**config.mk**
```make
export PLATFORM = sky130hd
export DESIGN_NAME = ctl_reg_master
export DESIGN_NICKNAME = d
export VERILOG_FILES = /design/src/rtl/ctl_pkt_pkg.sv /design/src/rtl/ctl_reg_master.sv
export SDC_FILE = /design/constraint.sdc
export NUM_CORES = 1
export LEC_CHECK = 0
export ABC_AREA = 1
export ABC_CLOCK_PERIOD_IN_PS = 2450
export CAP_MARGIN = 15
export CORE_UTILIZATION = 30
export CTS_CLUSTER_DIAMETER = 200
export DETAILED_ROUTE_END_ITERATION = 6
export GPL_TIMING_DRIVEN = 0
export HOLD_SLACK_MARGIN = 0.08
export PLACE_DENSITY = 0.71
export REMOVE_ABC_BUFFERS = 1
export SKIP_CTS_REPAIR_TIMING = 1
export SYNTH_ARGS = -nofsm -noshare
export SYNTH_HDL_FRONTEND = slang
export SYNTH_SLANG_ARGS = --single-unit
```
**constraint.sdc**
```tcl
create_clock -name i_clk -period 2.45 [get_ports i_clk]
set_input_delay 0.49 -clock i_clk [delete_from_list [all_inputs] [get_ports i_clk]]
set_output_delay 0.49 -clock i_clk [all_outputs]
set_load 0.01 [all_outputs]
```
**src/rtl/ctl_pkt_pkg.sv**
```systemverilog
// Control-packet chain definitions: beat tags, type codes, field positions and the
// head-beat builder shared by modules that initiate or answer register commands.
package ctl_pkt_pkg;

    localparam int BEAT_W = 134;

    localparam int TAG_HI  = 133;
    localparam int TAG_LO  = 132;
    localparam int TYPE_HI = 127;
    localparam int TYPE_LO = 124;
    localparam int SRC_HI  = 111;
    localparam int SRC_LO  = 104;
    localparam int DST_HI  = 103;
    localparam int DST_LO  = 96;
    localparam int ADDR_HI = 95;
    localparam int ADDR_LO = 64;
    localparam int DATA_HI = 31;
    localparam int DATA_LO = 0;

    localparam logic [1:0] TAG_HEAD = 2'b01;
    localparam logic [1:0] TAG_TAIL = 2'b10;
    localparam logic [2:0] TYPE_RD  = 3'b001;
    localparam logic [2:0] TYPE_WR  = 3'b010;
    localparam logic [3:0] TYPE_RSP = 4'b1011;

    typedef enum logic [2:0] {
        ST_IDLE,
        ST_HEAD,
        ST_TAIL,
        ST_WAIT_RSP,
        ST_RSP_TAIL,
        ST_DONE
    } mst_state_e;

    function automatic logic [BEAT_W-1:0] mk_head(
        input logic        rd,
        input logic [7:0]  src,
        input logic [7:0]  dst,
        input logic [31:0] addr,
        input logic [31:0] wdata
    );
        logic [BEAT_W-1:0] b;
        b = '0;
        b[TAG_HI:TAG_LO]   = TAG_HEAD;
        b[TYPE_HI:TYPE_LO] = {1'b0, (rd ? TYPE_RD : TYPE_WR)};
        b[SRC_HI:SRC_LO]   = src;
        b[DST_HI:DST_LO]   = dst;
        b[ADDR_HI:ADDR_LO] = addr;
        b[DATA_HI:DATA_LO] = rd ? 32'h0 : wdata;
        return b;
    endfunction

endpackage

```
**src/rtl/ctl_reg_master.sv**
```systemverilog
// Register-command initiator for the control-packet chain: emits head+tail beats and,
// for reads, waits (with timeout) for the matching response to come back around.
module ctl_reg_master
    import ctl_pkt_pkg::*;
#(
    parameter logic [7:0] SRC_MID     = 8'd1,
    parameter int         TIMEOUT_CYC = 1024,
    parameter int         TO_W        = 16
) (
    input  logic              i_clk,
    input  logic              i_rst,
    input  logic              i_cmd_valid,
    output logic              o_cmd_ready,
    input  logic              i_cmd_rd,
    input  logic [7:0]        i_cmd_dst_mid,
    input  logic [31:0]       i_cmd_addr,
    input  logic [31:0]       i_cmd_wdata,
    output logic              o_rsp_valid,
    output logic [31:0]       o_rsp_rdata,
    output logic              o_rsp_err,
    output logic [BEAT_W-1:0] o_cout_ctl_data,
    output logic              o_cout_ctl_wr,
    input  logic              i_cin_ctl_ready,
    input  logic [BEAT_W-1:0] i_cin_ctl_data,
    input  logic              i_cin_ctl_wr,
    output logic              o_cout_ctl_ready,
    output logic [15:0]       o_drop_cnt
);

    mst_state_e        r_state;
    logic              r_rd;
    logic [7:0]        r_dst;
    logic [31:0]       r_addr;
    logic [31:0]       r_cap;
    logic [BEAT_W-1:0] r_cout_data;
    logic              r_rsp_valid;
    logic [31:0]       r_rsp_rdata;
    logic              r_rsp_err;
    logic [TO_W-1:0]   r_to_cnt;
    logic [15:0]       r_drop;

    logic w_fire;
    logic w_match;
    logic w_tail_in;
    logic w_consume;
    logic w_to_last;
    logic w_unused;

    // A beat leaves only in a cycle the downstream can take it; data itself is registered.
    assign w_fire = i_cin_ctl_ready && (r_state == ST_HEAD || r_state == ST_TAIL);

    assign w_match = i_cin_ctl_wr
                  && i_cin_ctl_data[TAG_HI:TAG_LO]   == TAG_HEAD
                  && i_cin_ctl_data[TYPE_HI:TYPE_LO] == TYPE_RSP
                  && i_cin_ctl_data[DST_HI:DST_LO]   == SRC_MID
                  && i_cin_ctl_data[SRC_HI:SRC_LO]   == r_dst
                  && i_cin_ctl_data[ADDR_HI:ADDR_LO] == r_addr;

    assign w_tail_in = i_cin_ctl_wr && i_cin_ctl_data[TAG_HI:TAG_LO] == TAG_TAIL;
    assign w_consume = (r_state == ST_WAIT_RSP && w_match)
                    || (r_state == ST_RSP_TAIL && w_tail_in);
    assign w_to_last = (r_to_cnt == TO_W'(TIMEOUT_CYC - 1));

    assign w_unused = ^{i_cin_ctl_data[131:128], i_cin_ctl_data[123:112],
                        i_cin_ctl_data[63:32]};

    always_ff @(posedge i_clk) begin
        if (i_rst) begin
            r_state     <= ST_IDLE;
            r_rd        <= 1'b0;
            r_dst       <= '0;
            r_addr      <= '0;
            r_cap       <= '0;
            r_cout_data <= '0;
            r_rsp_valid <= 1'b0;
            r_rsp_rdata <= '0;
            r_rsp_err   <= 1'b0;
            r_to_cnt    <= '0;
            r_drop      <= '0;
        end else begin
            r_rsp_valid <= 1'b0;
            if (i_cin_ctl_wr && !w_consume && r_drop != 16'hFFFF)
                r_drop <= r_drop + 16'd1;

            case (r_state)
                ST_IDLE: begin
                    if (i_cmd_valid) begin
                        r_rd        <= i_cmd_rd;
                        r_dst       <= i_cmd_dst_mid;
                        r_addr      <= i_cmd_addr;
                        r_cout_data <= mk_head(i_cmd_rd, SRC_MID, i_cmd_dst_mid,
                                               i_cmd_addr, i_cmd_wdata);
                        r_state     <= ST_HEAD;
                    end
                end
                ST_HEAD: begin
                    if (w_fire) begin
                        r_cout_data <= {TAG_TAIL, {(BEAT_W-2){1'b0}}};
                        r_state     <= ST_TAIL;
                    end
                end
                ST_TAIL: begin
                    if (w_fire) begin
                        r_cout_data <= '0;
                        r_to_cnt    <= '0;
                        if (r_rd) begin
                            r_state <= ST_WAIT_RSP;
                        end else begin
                            r_state     <= ST_DONE;
                            r_rsp_valid <= 1'b1;
                            r_rsp_rdata <= '0;
                            r_rsp_err   <= 1'b0;
                        end
                    end
                end
                ST_WAIT_RSP: begin
                    // A match on the final timeout cycle still counts as success.
                    if (w_match) begin
                        r_cap   <= i_cin_ctl_data[DATA_HI:DATA_LO];
                        r_state <= ST_RSP_TAIL;
                    end else if (w_to_last) begin
                        r_state     <= ST_DONE;
                        r_rsp_valid <= 1'b1;
                        r_rsp_rdata <= 32'hFFFF_FFFF;
                        r_rsp_err   <= 1'b1;
                    end else begin
                        r_to_cnt <= r_to_cnt + 1'b1;
                    end
                end
                ST_RSP_TAIL: begin
                    if (w_tail_in) begin
                        r_state     <= ST_DONE;
                        r_rsp_valid <= 1'b1;
                        r_rsp_rdata <= r_cap;
                        r_rsp_err   <= 1'b0;
                    end
                end
                ST_DONE: r_state <= ST_IDLE;
                default: r_state <= ST_IDLE;
            endcase
        end
    end

    assign o_cmd_ready      = (r_state == ST_IDLE);
    assign o_cout_ctl_wr    = w_fire;
    assign o_cout_ctl_data  = r_cout_data;
    assign o_cout_ctl_ready = 1'b1;
    assign o_rsp_valid      = r_rsp_valid;
    assign o_rsp_rdata      = r_rsp_rdata;
    assign o_rsp_err        = r_rsp_err;
    assign o_drop_cnt       = r_drop;

endmodule

```
==> impl_metrics.json, run 1 <==
{
  "required_ns": 2.84,
  "syn_inst": 1395,
  "drive_gt1_share_pct": 4.958,
  "p_sw_share_pct": 33.70,
  "gp_congestion": 0.8336,
  "ys_ff_latch": 218,
  "synth_top_family_by_area": "simple AND/OR/NAND/NOR gates",
  "arrival_ns": 2.67,
  "areaGrowthSynthToFinish_pct": 40.48,
  "fp.dieArea_um2": 33900,
  "slew_violations": 0,
  "critical_path_peak_fanout": 17,
  "clockBufferDepth": 3,
  "synth-edff-count": 0,
  "syn-cell-area_um2": 9951,
  "clkTransAtPathRegs_ns": 0.06,
  "p_clk_share_pct": 30.3,
  "num_vias": 9461,
  "ys_warn_count": 0,
  "place_inst": 2067,
  "post-synth-top-area-cell": "dfxtp_1",
  "antenna_found_initial": 0,
  "ys_top_cells_by_count": "nand2_1 (388), dfxtp_1 (218), a21oi_1 (217)",
  "critPathKind": "reg2reg",
  "max_freq_mhz": 439.7,
  "p_switching_mw": 4.375,
  "grt_pass1_vias": 8775,
  "ios": 399,
  "grt_pass1_wl_mm": 44.13,
  "clk_latency_ns": 0.53,
  "synth_cell_type_count": 35,
  "synth_mux_area_share_pct": 0,
  "power_frac_comb_pct": 34.0,
  "finalWirelength_mm": 28.45,
  "yosysSeqAreaShare_pct": 43.86,
  "via_per_inst": 4.471,
  "final_nets": 1871,
  "period_needed_ns": 2.275,
  "worst_slew_pin_slew_ns": 0.6706,
  "io_buffers": 292,
  "yosys.area.top_type_share_pct": 43.86,
  "drc": 0,
  "first_iter_violations": 389,
  "finalNonFillerCells": 2116,
  "routedWlPerCell_um": 13.44,
  "ir_drop_mv": 0.6818,
  "yosysMostFrequentCell": "nand2_1",
  "avgSynthCellArea_um2": 7.133,
  "dpl_worst_slack_ns": -1.133,
  "status": "completed",
  "rows": 66,
  "async_reset_ff_share_pct": 0,
  "cts_made_buffers": 26,
  "core_area_um2": 32620,
  "cp-end-kind": "flip-flop",
  "drt.antenna.violating_nets": 0,
  "htree_levels": 1,
  "slew_headroom_pct": 54.88,
  "hold_viol_final": 0,
  "synthSimpleGateAreaFrac_pct": 23.26,
  "grt_max_degree": 89,
  "cap_violations": 0,
  "first_pass_iters": 5,
  "p_seq_share_pct": 35.7,
  "dieHeight_um": 184.1,
  "cts_sinks": 218,
  "synth_flop_cell": "dfxtp_1",
  "cts_root_buf": "clkbuf_16",
  "p_int_mw": 8.605,
  "cts_tree": "yes",
  "startpoint_type": "flip-flop",
  "overflow": 0,
  "power_density_nw_per_um2": 928.6,
  "p_total_mw": 12.98,
  "worst_slack_ns": 0.1755,
  "finalSetupViolCount": 0,
  "hpwl_mm": 19.97,
  "rsz0062_at_grt": "true",
  "grt.total_usage_pct": 16.07,
  "synthAdderAreaFrac_pct": 0.2515,
  "holdPathStages": 2,
  "synth_compound_area_share_pct": 14.89,
  "ys_top_cells_by_area": "dfxtp_1 (44%), nand2_1 (15%), a21oi_1 (11%)",
  "antenna_cells": 0,
  "fin_util_pct": 42.85,
  "hold_path.class": "in2reg",
  "yosys.area_share.xor_xnor_pct": 3.697,
  "finalCritPeriodShare_pct": 92.84,
  "die_x_um": 184.1,
  "fin_skew_ns": 0.01121,
  "p_leak_nw": 5.218,
  "fin_hold_ws_ns": 0.3969,
  "initial_core_util_pct": 30.51,
  "reg2reg_depth": 8
}
state kept, by name, summed over array words and instances (netlist names):
name,cells
r_addr,32
r_dst,8
r_to_cnt,16
o_drop_cnt,16
o_cout_ctl_data,76
o_rsp_rdata,32
o_rsp_err,1
o_rsp_valid,1
r_rd,1
r_cap,32
r_state,3
power groups by stage:
stage               Combinational (mW)  Sequential (mW)  Clock (mW)
floorplan                         1.88             4.92           0
global placement                  4.25             4.69           0
detailed placement                4.42             4.71           0
CTS                               4.43             4.64        4.07
global route                      4.89             4.71        4.23
finish                            4.42             4.64        3.93
per-stage QoR:
| stage | instance area (um2) | setup TNS (ns) |
|---|---|---|
| 2_1_floorplan | 9360 | -0.3497 |
| 3_3_place_gp | 12840 | -858.78 |
| 3_5_place_dp | 12990 | -139.99 |
| 4_1_cts | 13850 | -50.52 |
| 5_1_grt | 13980 | -0.3114 |
| 6_report | 13980 | 0 |
routing by layer:
metal / global-route usage (%) / routed length (um) / part of all wire (%) / up-vias
li1: - / - / - / 4817
met1: 18.77 / 11680 / 41 / 4258
met2: 27.65 / 13350 / 47 / 337
met3: 5.572 / 2678 / 9.4 / 49
met4: 4.567 / 739 / 2.6 / 0
met5: 0 / 0 / 0 / -
final timing paths:
path,from,end,slack [ns]
max,r_state[2],r_to_cnt[1],0.18
min,i_rst,r_dst[0],0.40
max reg2reg,r_state[2],r_to_cnt[1],0.18
min reg2reg,o_rsp_rdata[31],o_rsp_rdata[31],0.44
cell usage in the layout (no fill, tap or decap), drive strengths merged:
cell type and count:
nor3 21, clkinv 3, nand3 47, dfxtp 218, nand4 10, ha 2
nor4 3, buf 10, conb 58, clkbuf 38, a211oi 1, inv 156
a21oi 218, xnor2 19, bufinv 3, o21ai 68, o211ai 1, a31oi 2
dlymetal6s2s 2, or2 2, clkinvlp 2, nor3b 2, nand2 393, nor2 82
xor2 23, clkdlybuf4s50 289, nand3b 1
final cells by class:
type | count | area, um2
well taps | 442 | 553.0
repair buffers | 301 | 3114
inverters | 157 | 593.1
fillers | 3242 | 18640
flip-flops and latches | 218 | 4364
clock buffers | 38 | 747.0
multi-input cells | 953 | 4487
clock inverters | 7 | 120.1
critical path: stages, from the launching register on:
cell	delay, ns
dfxtp_1	0.39
nor2_2	0.22
nand2_2	0.24
inv_1	0.48
nand3_4	0.27
nand2_8	0.20
inv_2	0.15
nand3_1	0.10
a21oi_1	0.08
cell families after synthesis:
| group | Yosys count |
|---|---|
| adders and majority gates | 2 |
| AOI/OAI and AO/OA | 290 |
| and+or+nand+nor | 560 |
| buffers and inverters | 281 |
| xor gates and xnor gates | 42 |
| other | 2 |
| DFF | 218 |
Power figures use the tool's default switching activity.
==> inputs of run 2 (changes only) <==
--- a/config.mk
+++ b/config.mk
@@ -14,7 +14,6 @@
 export GPL_TIMING_DRIVEN = 0
 export HOLD_SLACK_MARGIN = 0.08
 export PLACE_DENSITY = 0.71
-export REMOVE_ABC_BUFFERS = 1
 export SKIP_CTS_REPAIR_TIMING = 1
 export SYNTH_ARGS = -nofsm -noshare
 export SYNTH_HDL_FRONTEND = slang
==> run 2 against run 1 <==
Power is 2.0% higher. Core utilization is 1.6 points higher. Hold slack better by 0.046 ns. Largest cell class unchanged.
==> impl_metrics.json, run 2 (same netlist as run 1, synthesis figures left out) <==
{
  "areaGrowthSynthToFinish_pct": 45.71,
  "io_buffers": 291,
  "antenna_found_initial": 1,
  "drc": 0,
  "slew_headroom_pct": 42.77,
  "reg2reg_depth": 13,
  "cts_root_buf": "clkbuf_16",
  "finalSetupViolCount": 0,
  "core_area_um2": 32620,
  "cp-end-kind": "output pin",
  "clkTransAtPathRegs_ns": 0.06,
  "cp_slowest_stage_delay_ns": 0.58,
  "final_common_cell": "nand2_1",
  "dieHeight_um": 184.1,
  "hpwl_mm": 25.30,
  "clockBufferDepth": 3,
  "placed_cell_area_um2": 13630,
  "final_cell_mix": "nand2_1 (388), clkdlybuf4s50_1 (290), dfxtp_1 (218)",
  "grt.total_usage_pct": 18.64,
  "via_per_inst": 4.453,
  "finalWirelength_mm": 32.55,
  "critPathKind": "reg2out",
  "grt_max_degree": 15,
  "cts_made_buffers": 26,
  "htree_levels": 1,
  "clk_latency_ns": 0.56,
  "grt_pass1_wl_mm": 49.68,
  "hold_path.class": "reg2reg",
  "ir_drop_mv": 0.8478,
  "finalCritPeriodShare_pct": 95.36,
  "fin_area_um2": 14500,
  "first_pass_iters": 5,
  "max_freq_mhz": 428.0,
  "rr_startpoint": "r_to_cnt[0]",
  "gp_congestion": 0.9036,
  "cap_violations": 0,
  "grt_pass1_vias": 9509,
  "holdPathStages": 2,
  "crit_path_start": "r_state[1]",
  "ios": 399,
  "fp.dieArea_um2": 33900,
  "num_vias": 9934,
  "largest_reg_flops": 76,
  "startpoint_type": "flip-flop",
  "fin_skew_ns": 0.03665,
  "fin_util_pct": 44.45,
  "rows": 66,
  "p_total_mw": 13.24,
  "initial_core_util_pct": 30.51,
  "critical_path_peak_fanout": 3,
  "required_ns": 1.96,
  "routedWlPerCell_um": 14.59,
  "p_leak_nw": 5.603,
  "die_x_um": 184.1,
  "period_needed_ns": 2.336,
  "hold_viol_final": 0,
  "cts_sinks": 218,
  "crit_path_cell_trace": "nor2_1 > inv_1 > nor2_2 > clkdlybuf4s50_1",
  "cts_tree": "yes",
  "arrival_ns": 1.85,
  "rsz0062_at_grt": "false",
  "worst_slew_pin_slew_ns": 0.8584,
  "power_density_nw_per_um2": 913.2,
  "final_nets": 1984,
  "holdCritStartpoint": "o_rsp_rdata[10]",
  "drt.antenna.violating_nets": 0,
  "overflow": 0,
  "drive_gt1_share_pct": 9.116,
  "fin_setup_tns_ns": 0,
  "worst_path_max_delay_cell": "clkdlybuf4s50_1",
  "status": "completed",
  "slew_violations": 0,
  "first_iter_violations": 564
}
## run 2: cell count changes in the layout (fill, tap and decap cells not counted), sizes merged
| cell | delta |
|---|---|
| buf | +77 |
| clkbuf | +31 |
| clkinv | +4 |
| inv | +3 |
| bufinv | -2 |
| clkinvlp | +2 |
| clkdlybuf4s50 | +1 |
| diode | +1 |
| dlymetal6s2s | -1 |
| nand3 | -1 |
## run 2: final timing paths
| path | slack [ns] | end |
|---|---|---|
| hold reg to reg | 0.44 | o_rsp_rdata[10] |
| setup reg to reg | 0.29 | r_to_cnt[11] |
| setup / recovery | 0.11 | o_cmd_ready |
| hold / removal | 0.44 | o_rsp_rdata[10] |
## run 2: power breakdown
group | switching, mW | total [mW] | internal, mW
Sequential | 0.431 | 4.68 | 4.25
Combinational | 2.60 | 4.75 | 2.15
Clock | 1.63 | 3.81 | 2.17
## run 2: critical path: cells and delay by family, from the launching register on
| kind | cells | cell delay, ns |
|---|---|---|
| simple gates | 2 | 0.30 |
| buf+inv | 2 | 0.68 |
| flops | 1 | 0.33 |
## run 2: per-layer routing
metal	part of all wire (%)	up-vias	GRT usage, %	wire length (um)
li1	-	5033	-	-
met1	42	4486	21.81	13640
met2	47	374	32.80	15370
met3	8.5	41	5.572	2772
met4	2.3	0	5.033	760
met5	0	-	0	0
## run 2: per-stage QoR
step,hold WS [ns],setup WS (ns),instances
floorplan,0.4246,0.7297,1451
global placement,0.4330,-0.6267,2184
detailed placement,0.4367,-0.5396,2184
CTS,0.4452,-0.1528,2230
global route,0.4565,0.01187,2231
finish,0.4431,0.1138,2231
## run 2: final cells by class
class                   count  area (um2)
fillers                  3246       18120
clock inverters            14       146.4
multi-input cells         952        4424
diodes                      1       2.502
inverters                 157       589.3
well taps                 442       553.0
repair buffers            291        2915
plain buffers             124       800.8
clock buffers              32       703.2
flip-flops and latches    218        4364
